--- src/rtl/l2c_dram_access_ctrl.sv ---
// Request-side controller for the L2 data array (512 x 256b byte-strobed SDP RAM, 1-cycle read).
// Latency: read accepted at T, RAM data at T+1, response visible at T+2; writes land in the RAM at T.
// Backpressure: reads (and writes when acks are on) need a free response slot; a pop does not return credit until the next cycle.
//
// Ports:
//   clk_i, rst_i (async, active-high); init_done_o high once the optional zero-fill has finished.
//   req_*  : valid/ready request channel (we, addr, wdata, wstrb, tag).
//   rsp_*  : valid/ready response channel (rdata, tag, wr); held stable while stalled.
//   ram_*  : write/read ports of the data-array macro; ram_rdata_i valid the cycle after ram_re_o.
// Build option: define L2C_DRAM_WACK_EN to make writes return an ack response (rsp_wr_o=1, rdata=0)
// and consume credit like reads; otherwise writes are silent and rsp_wr_o is always 0.
module l2c_dram_access_ctrl #(
    parameter int TAG_W     = 4,
    parameter int RSP_DEPTH = 4,
    parameter int ZERO_INIT = 1
) (
    input  logic             clk_i,
    input  logic             rst_i,
    output logic             init_done_o,
    input  logic             req_vld_i,
    output logic             req_rdy_o,
    input  logic             req_we_i,
    input  logic [8:0]       req_addr_i,
    input  logic [255:0]     req_wdata_i,
    input  logic [31:0]      req_wstrb_i,
    input  logic [TAG_W-1:0] req_tag_i,
    output logic             rsp_vld_o,
    input  logic             rsp_rdy_i,
    output logic [255:0]     rsp_rdata_o,
    output logic [TAG_W-1:0] rsp_tag_o,
    output logic             rsp_wr_o,
    output logic             ram_we_o,
    output logic [8:0]       ram_waddr_o,
    output logic [255:0]     ram_wdata_o,
    output logic [31:0]      ram_wstrob_o,
    output logic             ram_re_o,
    output logic [8:0]       ram_raddr_o,
    input  logic [255:0]     ram_rdata_i
);

    localparam int PTR_W = (RSP_DEPTH > 1) ? $clog2(RSP_DEPTH) : 1;
    localparam int CNT_W = PTR_W + 1;
    localparam logic [CNT_W-1:0] DEPTH_C = RSP_DEPTH[CNT_W-1:0];
    localparam logic [CNT_W-1:0] CNT_ONE = {{(CNT_W-1){1'b0}}, 1'b1};
    localparam logic [PTR_W-1:0] PTR_ONE = {{(PTR_W-1){1'b0}}, 1'b1};

    typedef enum logic {ST_INIT, ST_RUN} state_t;
    localparam state_t RST_STATE = (ZERO_INIT != 0) ? ST_INIT : ST_RUN;

    typedef struct packed {
        logic             wr;
        logic [TAG_W-1:0] tag;
        logic [255:0]     data;
    } rsp_t;

    state_t           state_q, state_d;
    logic [8:0]       init_cnt_q, init_cnt_d;
    logic [PTR_W-1:0] wr_ptr_q, wr_ptr_d, rd_ptr_q, rd_ptr_d;
    logic [CNT_W-1:0] cnt_q, cnt_d;
    logic             inflight_q, inflight_d;
    logic [TAG_W-1:0] inflight_tag_q, inflight_tag_d;
`ifdef L2C_DRAM_WACK_EN
    logic             inflight_wr_q, inflight_wr_d;
`endif
    rsp_t             mem_q [RSP_DEPTH];
    rsp_t             mem_d [RSP_DEPTH];

    logic             live, run, credit_ok, accept, push, pop, push_wr;
    logic [CNT_W-1:0] occ;
    rsp_t             head;

    always_comb begin
        state_d        = state_q;
        init_cnt_d     = init_cnt_q;
        wr_ptr_d       = wr_ptr_q;
        rd_ptr_d       = rd_ptr_q;
        cnt_d          = cnt_q;
        inflight_d     = 1'b0;
        inflight_tag_d = inflight_tag_q;
`ifdef L2C_DRAM_WACK_EN
        inflight_wr_d  = 1'b0;
`endif
        mem_d          = mem_q;

        // Outputs are gated while reset is held so they read 0 regardless of the reset state.
        live = !rst_i;
        run  = live && (state_q == ST_RUN);

        // A read issued last cycle already owns a slot even though its data is not in the FIFO yet.
        occ       = cnt_q + {{(CNT_W-1){1'b0}}, inflight_q};
        credit_ok = (occ < DEPTH_C);

`ifdef L2C_DRAM_WACK_EN
        req_rdy_o = run && credit_ok;
`else
        req_rdy_o = run && (req_we_i || credit_ok);
`endif
        accept      = req_vld_i && req_rdy_o;
        init_done_o = run;

        ram_we_o     = accept && req_we_i;
        ram_waddr_o  = req_addr_i;
        ram_wdata_o  = req_wdata_i;
        ram_wstrob_o = req_wstrb_i;
        ram_re_o     = accept && !req_we_i;
        ram_raddr_o  = req_addr_i;

        if (live && (state_q == ST_INIT)) begin
            ram_we_o     = 1'b1;
            ram_waddr_o  = init_cnt_q;
            ram_wdata_o  = '0;
            ram_wstrob_o = '1;
            init_cnt_d   = init_cnt_q + 9'd1;
            if (init_cnt_q == 9'd511) begin
                state_d = ST_RUN;
            end
        end

        if (accept) begin
            inflight_tag_d = req_tag_i;
`ifdef L2C_DRAM_WACK_EN
            inflight_d     = 1'b1;
            inflight_wr_d  = req_we_i;
`else
            inflight_d     = !req_we_i;
`endif
        end

`ifdef L2C_DRAM_WACK_EN
        push_wr = inflight_wr_q;
`else
        push_wr = 1'b0;
`endif
        push = inflight_q;
        head = mem_q[rd_ptr_q];
        rsp_vld_o   = (cnt_q != '0);
        rsp_rdata_o = head.data;
        rsp_tag_o   = head.tag;
        rsp_wr_o    = head.wr;
        pop = rsp_vld_o && rsp_rdy_i;

        if (push) begin
            mem_d[wr_ptr_q] = '{wr: push_wr, tag: inflight_tag_q, data: (push_wr ? '0 : ram_rdata_i)};
            wr_ptr_d        = wr_ptr_q + PTR_ONE;
        end
        if (pop) begin
            rd_ptr_d = rd_ptr_q + PTR_ONE;
        end
        if (push && !pop) begin
            cnt_d = cnt_q + CNT_ONE;
        end else if (pop && !push) begin
            cnt_d = cnt_q - CNT_ONE;
        end
    end

    always_ff @(posedge clk_i or posedge rst_i) begin
        if (rst_i) begin
            state_q        <= RST_STATE;
            init_cnt_q     <= '0;
            wr_ptr_q       <= '0;
            rd_ptr_q       <= '0;
            cnt_q          <= '0;
            inflight_q     <= 1'b0;
            inflight_tag_q <= '0;
`ifdef L2C_DRAM_WACK_EN
            inflight_wr_q  <= 1'b0;
`endif
            for (int i = 0; i < RSP_DEPTH; i++) begin
                mem_q[i] <= '0;
            end
        end else begin
            state_q        <= state_d;
            init_cnt_q     <= init_cnt_d;
            wr_ptr_q       <= wr_ptr_d;
            rd_ptr_q       <= rd_ptr_d;
            cnt_q          <= cnt_d;
            inflight_q     <= inflight_d;
            inflight_tag_q <= inflight_tag_d;
`ifdef L2C_DRAM_WACK_EN
            inflight_wr_q  <= inflight_wr_d;
`endif
            mem_q          <= mem_d;
        end
    end

`ifndef SYNTHESIS
    // Credit accounting guarantees a slot for every in-flight response.
    always_ff @(posedge clk_i) begin
        if (!rst_i) begin
            assert (!(push && !pop && (cnt_q == DEPTH_C)))
                else $error("response fifo overflow");
        end
    end
`endif

endmodule

--- config.mk ---
export PLATFORM = sky130hd
export DESIGN_NAME = l2c_dram_access_ctrl
export DESIGN_NICKNAME = d
export VERILOG_FILES = /design/src/rtl/l2c_dram_access_ctrl.sv
export SDC_FILE = /design/constraint.sdc
export NUM_CORES = 2
export LEC_CHECK = 0
export CORE_AREA = 3 3 439 441
export CTS_BUF_LIST = sky130_fd_sc_hd__clkbuf_8
export CTS_CLUSTER_SIZE = 10
export DETAILED_ROUTE_END_ITERATION = 10
export DIE_AREA = 0 0 442 444
export PLACE_DENSITY = 0.54
export SYNTH_ARGS = -nofsm -noshare
export SYNTH_HDL_FRONTEND = slang
export SYNTH_SLANG_ARGS = --single-unit
export TNS_END_PERCENT = 1
--- constraint.sdc ---
create_clock -name clk_i -period 49.9 [get_ports clk_i]
set_input_delay 9.98 -clock clk_i [delete_from_list [all_inputs] [get_ports clk_i]]
set_output_delay 9.98 -clock clk_i [all_outputs]
set_load 0.05 [all_outputs]
; Yosys cells after proc, flatten, opt, wreduce, memory -nomap -nowiden
; Index checks and enable logic that the tools add are counted.
[word_totals]
in_bits = 562
output_inout_bits = 572
reg_bits = 1066
[classes]
reduce_logical = 18
n_mux = 13
n_addsub = 6
n_eq_ne = 1
n_bitwise = 3
n_lt_le_gt_ge = 4
[op_table]
columns = cell, n
row1 = $bwmux 1044, 1
row2 = $mux 261, 3
row3 = $bmux 261 s2, 1
row4 = $demux 261 s2, 1
row5 = $mux 256, 1
row6 = $mux 32, 1
row7 = $logic_and 1x1->1, 10
row8 = $add 9x1->9 const B, 1
row9 = $eq 9x9->1 const B, 1
row10 = $mux 9, 1
row11 = $ge 3x3->1 const B, 2
row12 = $mux 3, 2
row13 = $not 2->3, 2
row14 = $add 2x1->2 const B, 2
row15 = $logic_not 1->1, 4
row16 = $add 3x1->3, 1
row17 = $add 3x1->3 const B, 1
row18 = $lt 3x1->1 const B, 1
row19 = $lt 3x3->1 const B, 1
row20 = $reduce_bool 3->1, 1
row21 = $sub 3x1->3 const B, 1
row22 = $mux 1, 2
row23 = $reduce_and 2->1, 1
row24 = $reduce_bool 2->1, 1
row25 = other kinds (2), 2

; Depth between registers and ports, before layout
[depth]
word_depth = 7
mapped_depth = 8
depth_no_buf = 8

; Worst setup path before layout
; No wires, ideal clock.
[synth_path]
path_type = input -> register
start = input rst_i
end = register state_q
setup_ns = 0.161
path_buffers = 0
arrival_ns = 33.222
path_stages = 2
t_required_ns = 49.739
path_slack_ns = 16.517
path_cell_list = inv_1 a21o_1
[synth_between]
elab_chain_cells = 3
[synth_lines]
columns = element, line_no
row1 = start: declaration, 18  ; input logic rst_i,
row2 = $logic_not 1->1 (no source line), n/a
row3 = $logic_and 1x1->1, 108  ; if (live && (state_q == ST_INIT)) begin
row4 = $reduce_and 2->1 (no source line), n/a
row5 = end signal: assignment, 172  ; state_q <= state_d;
row6 = end: declaration, 56  ; state_t state_q, state_d;
; Every way passes these cells.
; A chain may end at the register's enable or synchronous reset.

; Worst setup path in the final report
[layout_path]
start = input rst_i
end = output ram_wdata_o[196]
[layout_between]
elab_chain_cells = 3
[layout_lines]
columns = element, line_no
row1 = $logic_not 1->1 (no source line), n/a
row2 = $logic_and 1x1->1, 108
row3 = $mux 256, 108
row4 = end: declaration, 34  ; output logic [255:0] ram_wdata_o,
; Every way passes these cells.

==> results.json <==
{
  "pin_count": 1134,
  "grt_util_met3_pct": 5.53,
  "avgSynthCellArea_um2": 16.1,
  "synth_area_leaders": "dfrtp_1, mux2_2, mux4_2",
  "end_kind": "output port",
  "maxCapViolCount": 0,
  "tightest_slew_ns": 1.38,
  "grt_max_degree": 173,
  "crit_fanout": 127,
  "postRouteAntennaNets": 0,
  "critPathRequiredTime_ns": 39.92,
  "cts_hold_buf": 0,
  "post-cts-setup-buffer-count": 0,
  "timing.final.ws_setup_ns": 25.44,
  "grt_overflow": 0,
  "r2r_cells": 4,
  "hp-class": "flip-flop to flip-flop",
  "drtIter0Drc": 1662,
  "grt_pass1_wl_um": 289000,
  "cts_max_path_buffers": 3,
  "dp_slack_ns": 25.49,
  "synth_cells": 2989,
  "ys_ff_latch": 1062,
  "core_mm2": 0.190,
  "status": "finished, final reports clean",
  "remaining_drc_errors": 0,
  "postRouteWirelength_um": 213000,
  "total_power_mw": 2.46,
  "clock_sinks": 1062,
  "cpMaxStageDelayCell": "buf_4",
  "antenna_found_initial": 99,
  "fillers": 18494,
  "grt_use_met2_pct": 39.5,
  "first_global_vias": 33589,
  "ir_worst_vdd_uv": 28.9,
  "fp-row-count": 160,
  "ys_async_sr_fraction_pct": 100,
  "start_kind": "primary input",
  "setup_tns_ns": 0,
  "drt-pass1-iter-count": 4,
  "cp-startpoint": "rst_i",
  "start_util_pct": 25.4,
  "dr_total_vias": 31874,
  "syn_area_mm2": 0.0482,
  "hold_slack_ns": 0.497,
  "period_minus_slack_ns": 24.46,
  "worstReg2RegStart": "inflight_q$_DFF_PP0_",
  "ctsResizeCount": 0,
  "vias_per_cell": 4.59,
  "slowest_delay_ns": 0.89,
  "leakage_nw": 26.2,
  "skew_ns": 0.0671,
  "grt.busiest_layer": "met2",
  "final_nets": 4699,
  "wl_per_cell_um": 30.6,
  "synth_top_area_share_pct": 55.2,
  "setup_viol": 0,
  "r2r_slack_ns": 46.21,
  "crit_type": "primary input to output port",
  "drive_above_1_share_pct": 38.0,
  "die_h_um": 444,
  "rsz0062_at_grt": "false",
  "cellPowerDensity_mw_per_mm2": 37.3,
  "relSlewSlack_pct": 8.21,
  "cts_inserted_buffers": 193,
  "cp_cell_sequence": "clkdlybuf4s50_1, or2_4, buf_4, buf_4, and2_1, clkdlybuf4s50_1",
  "crit_end": "ram_wdata_o[196]",
  "dp_hpwl_um": 158000,
  "r2r_end": "mem_q[563]$_DFFE_PP0P_",
  "met1_usage_pct": 20.9,
  "die_area_mm2": 0.196,
  "finalCritPeriodShare_pct": 49.0,
  "htreeDepth": 4,
  "fmax_mhz": 40.9,
  "post-route-util_pct": 34.8,
  "ys_seq_area_share_pct": 55.2,
  "ys.flop_type": "dfrtp_1",
  "multi_input_area_mm2": 0.0202,
  "synth-edff-count": 0,
  "clock_latency_ns": 0.94,
  "arrival_ns": 14.48,
  "yosysUniqueCellTypes": 37,
  "area_delta_synth_final_pct": 36.9,
  "hold_viol": 0,
  "port_buffers": 1132,
  "root_buffer": "clkbuf_8",
  "cts.clk_slew.worst_paths_ns": 0.05,
  "globalRouteTotalUtil_pct": 21.2,
  "chipWidth_um": 442,
  "synth_top_cell_by_area": "dfrtp_1",
  "drv_slew": 0,
  "cts_tree": "done",
  "yosysWarnings": 0,
  "place.gp.congestion": 1.15,
  "synth_nets": 3559,
  "regArea_mm2": 0.0266
}
## per-stage QoR
step | instance area, µm² | std cells
floorplan | 48200 | 2989
global placement | 61600 | 6445
detailed placement | 61600 | 6445
CTS | 65600 | 6791
global route | 65900 | 6920
finish | 66000 | 6942
## power breakdown
group / leakage [nW] / internal [mW] / total, mW / switching, mW
combinational: 11.5 / 0.250 / 0.664 / 0.414
sequential: 12.4 / 0.908 / 0.941 / 0.0326
clock: 2.30 / 0.467 / 0.855 / 0.388
total: 26.2 / 1.63 / 2.46 / 0.835
## cell type report
cell class,count,area share (%)
Antenna cell,151,0.573
Clock buffer,238,4.97
Clock inverter,108,1.09
Inverter,4,0.0341
Multi-Input combinational cell,1704,30.6
Sequential cell,1062,40.3
Tap cell,2511,4.76
Timing Repair Buffer,1164,17.7
## routing by layer
metal	vias to the layer above	part of all wire, %
met5	-	0.091
met4	28	6.5
met3	411	5.2
met2	1028	54
met1	17003	34
li1	13404	-
## cells by family after synthesis
kind of cell	count (synthesis)	share of synthesized area (%)
simple gates	369	4.57
buf+inv	223	3.09
other cells	1	0.00778
fa+ha+maj	8	0.223
flops	1062	55.2
compound gates	7	0.0987
mux	1306	36.6
xor+xnor	13	0.236
## cells in the final DEF, fill, tap and decap left out, types with 3 or more instances in the layout
cell type,n
clkinv_2,19
nor2b_1,3
clkdlybuf4s50_1,1131
nor2_1,5
mux2_2,1041
clkbuf_8,238
bufinv_16,7
inv_8,5
clkinvlp_4,6
inv_6,3
and3b_1,5
xor2_1,7
mux2i_1,4
diode_2,151
ha_1,7
nand2_8,4
dfrtp_1,1060
buf_12,8
and2_1,256
nor3b_1,4
nand2b_1,32
mux4_2,260
o211ai_1,4
xnor2_1,6
buf_4,25
nand2_1,47
nor3_1,3
inv_1,69
## how the worst min path moves through the flow
stage / start / cells past startpoint / end
6_report: mem_q[132]$_DFFE_PP0P_ / 1 / mem_q[132]$_DFFE_PP0P_
2_1_floorplan: init_cnt_q[7]$_DFFE_PP0P_ / 1 / init_cnt_q[7]$_DFFE_PP0P_
5_1_grt: mem_q[461]$_DFFE_PP0P_ / 1 / mem_q[461]$_DFFE_PP0P_
3_5_place_dp: mem_q[522]$_DFFE_PP0P_ / 1 / mem_q[522]$_DFFE_PP0P_
3_3_place_gp: mem_q[683]$_DFFE_PP0P_ / 1 / mem_q[683]$_DFFE_PP0P_
4_1_cts: mem_q[608]$_DFFE_PP0P_ / 1 / mem_q[608]$_DFFE_PP0P_
## synth_stat cells (2+ instances only)
library cell  number
mux4_2           260
buf_6             26
nand2_2            4
nor2b_1            3
nor3b_1            4
buf_2             68
dfrtp_1         1062
nand2b_1          32
and2_1           256
nor3_1             3
nand4_1            2
nand2_1           47
clkbuf_1          21
clkbuf_2           7
xor2_1             7
nor2_1             5
ha_1               7
nand3_1            2
mux2_2          1041
xnor2_1            6
inv_1              4
o211ai_1           4
and3b_1            5
mux2i_1            4
buf_4             97
## worst max-delay path, delay by kind of cell
family                 cells  cell delay, ns
buffers and inverters      4            3.36
and+or+nand+nor            2            0.80
## registers in the layout, summed over array words and instances (netlist names)
signal,cells
cnt_q,3
init_cnt_q,9
inflight_q,1
state_q,1
mem_q,1040
inflight_tag_q,4
rd_ptr_q,2
wr_ptr_q,2
No activity file was read; power rests on OpenSTA's default activity.
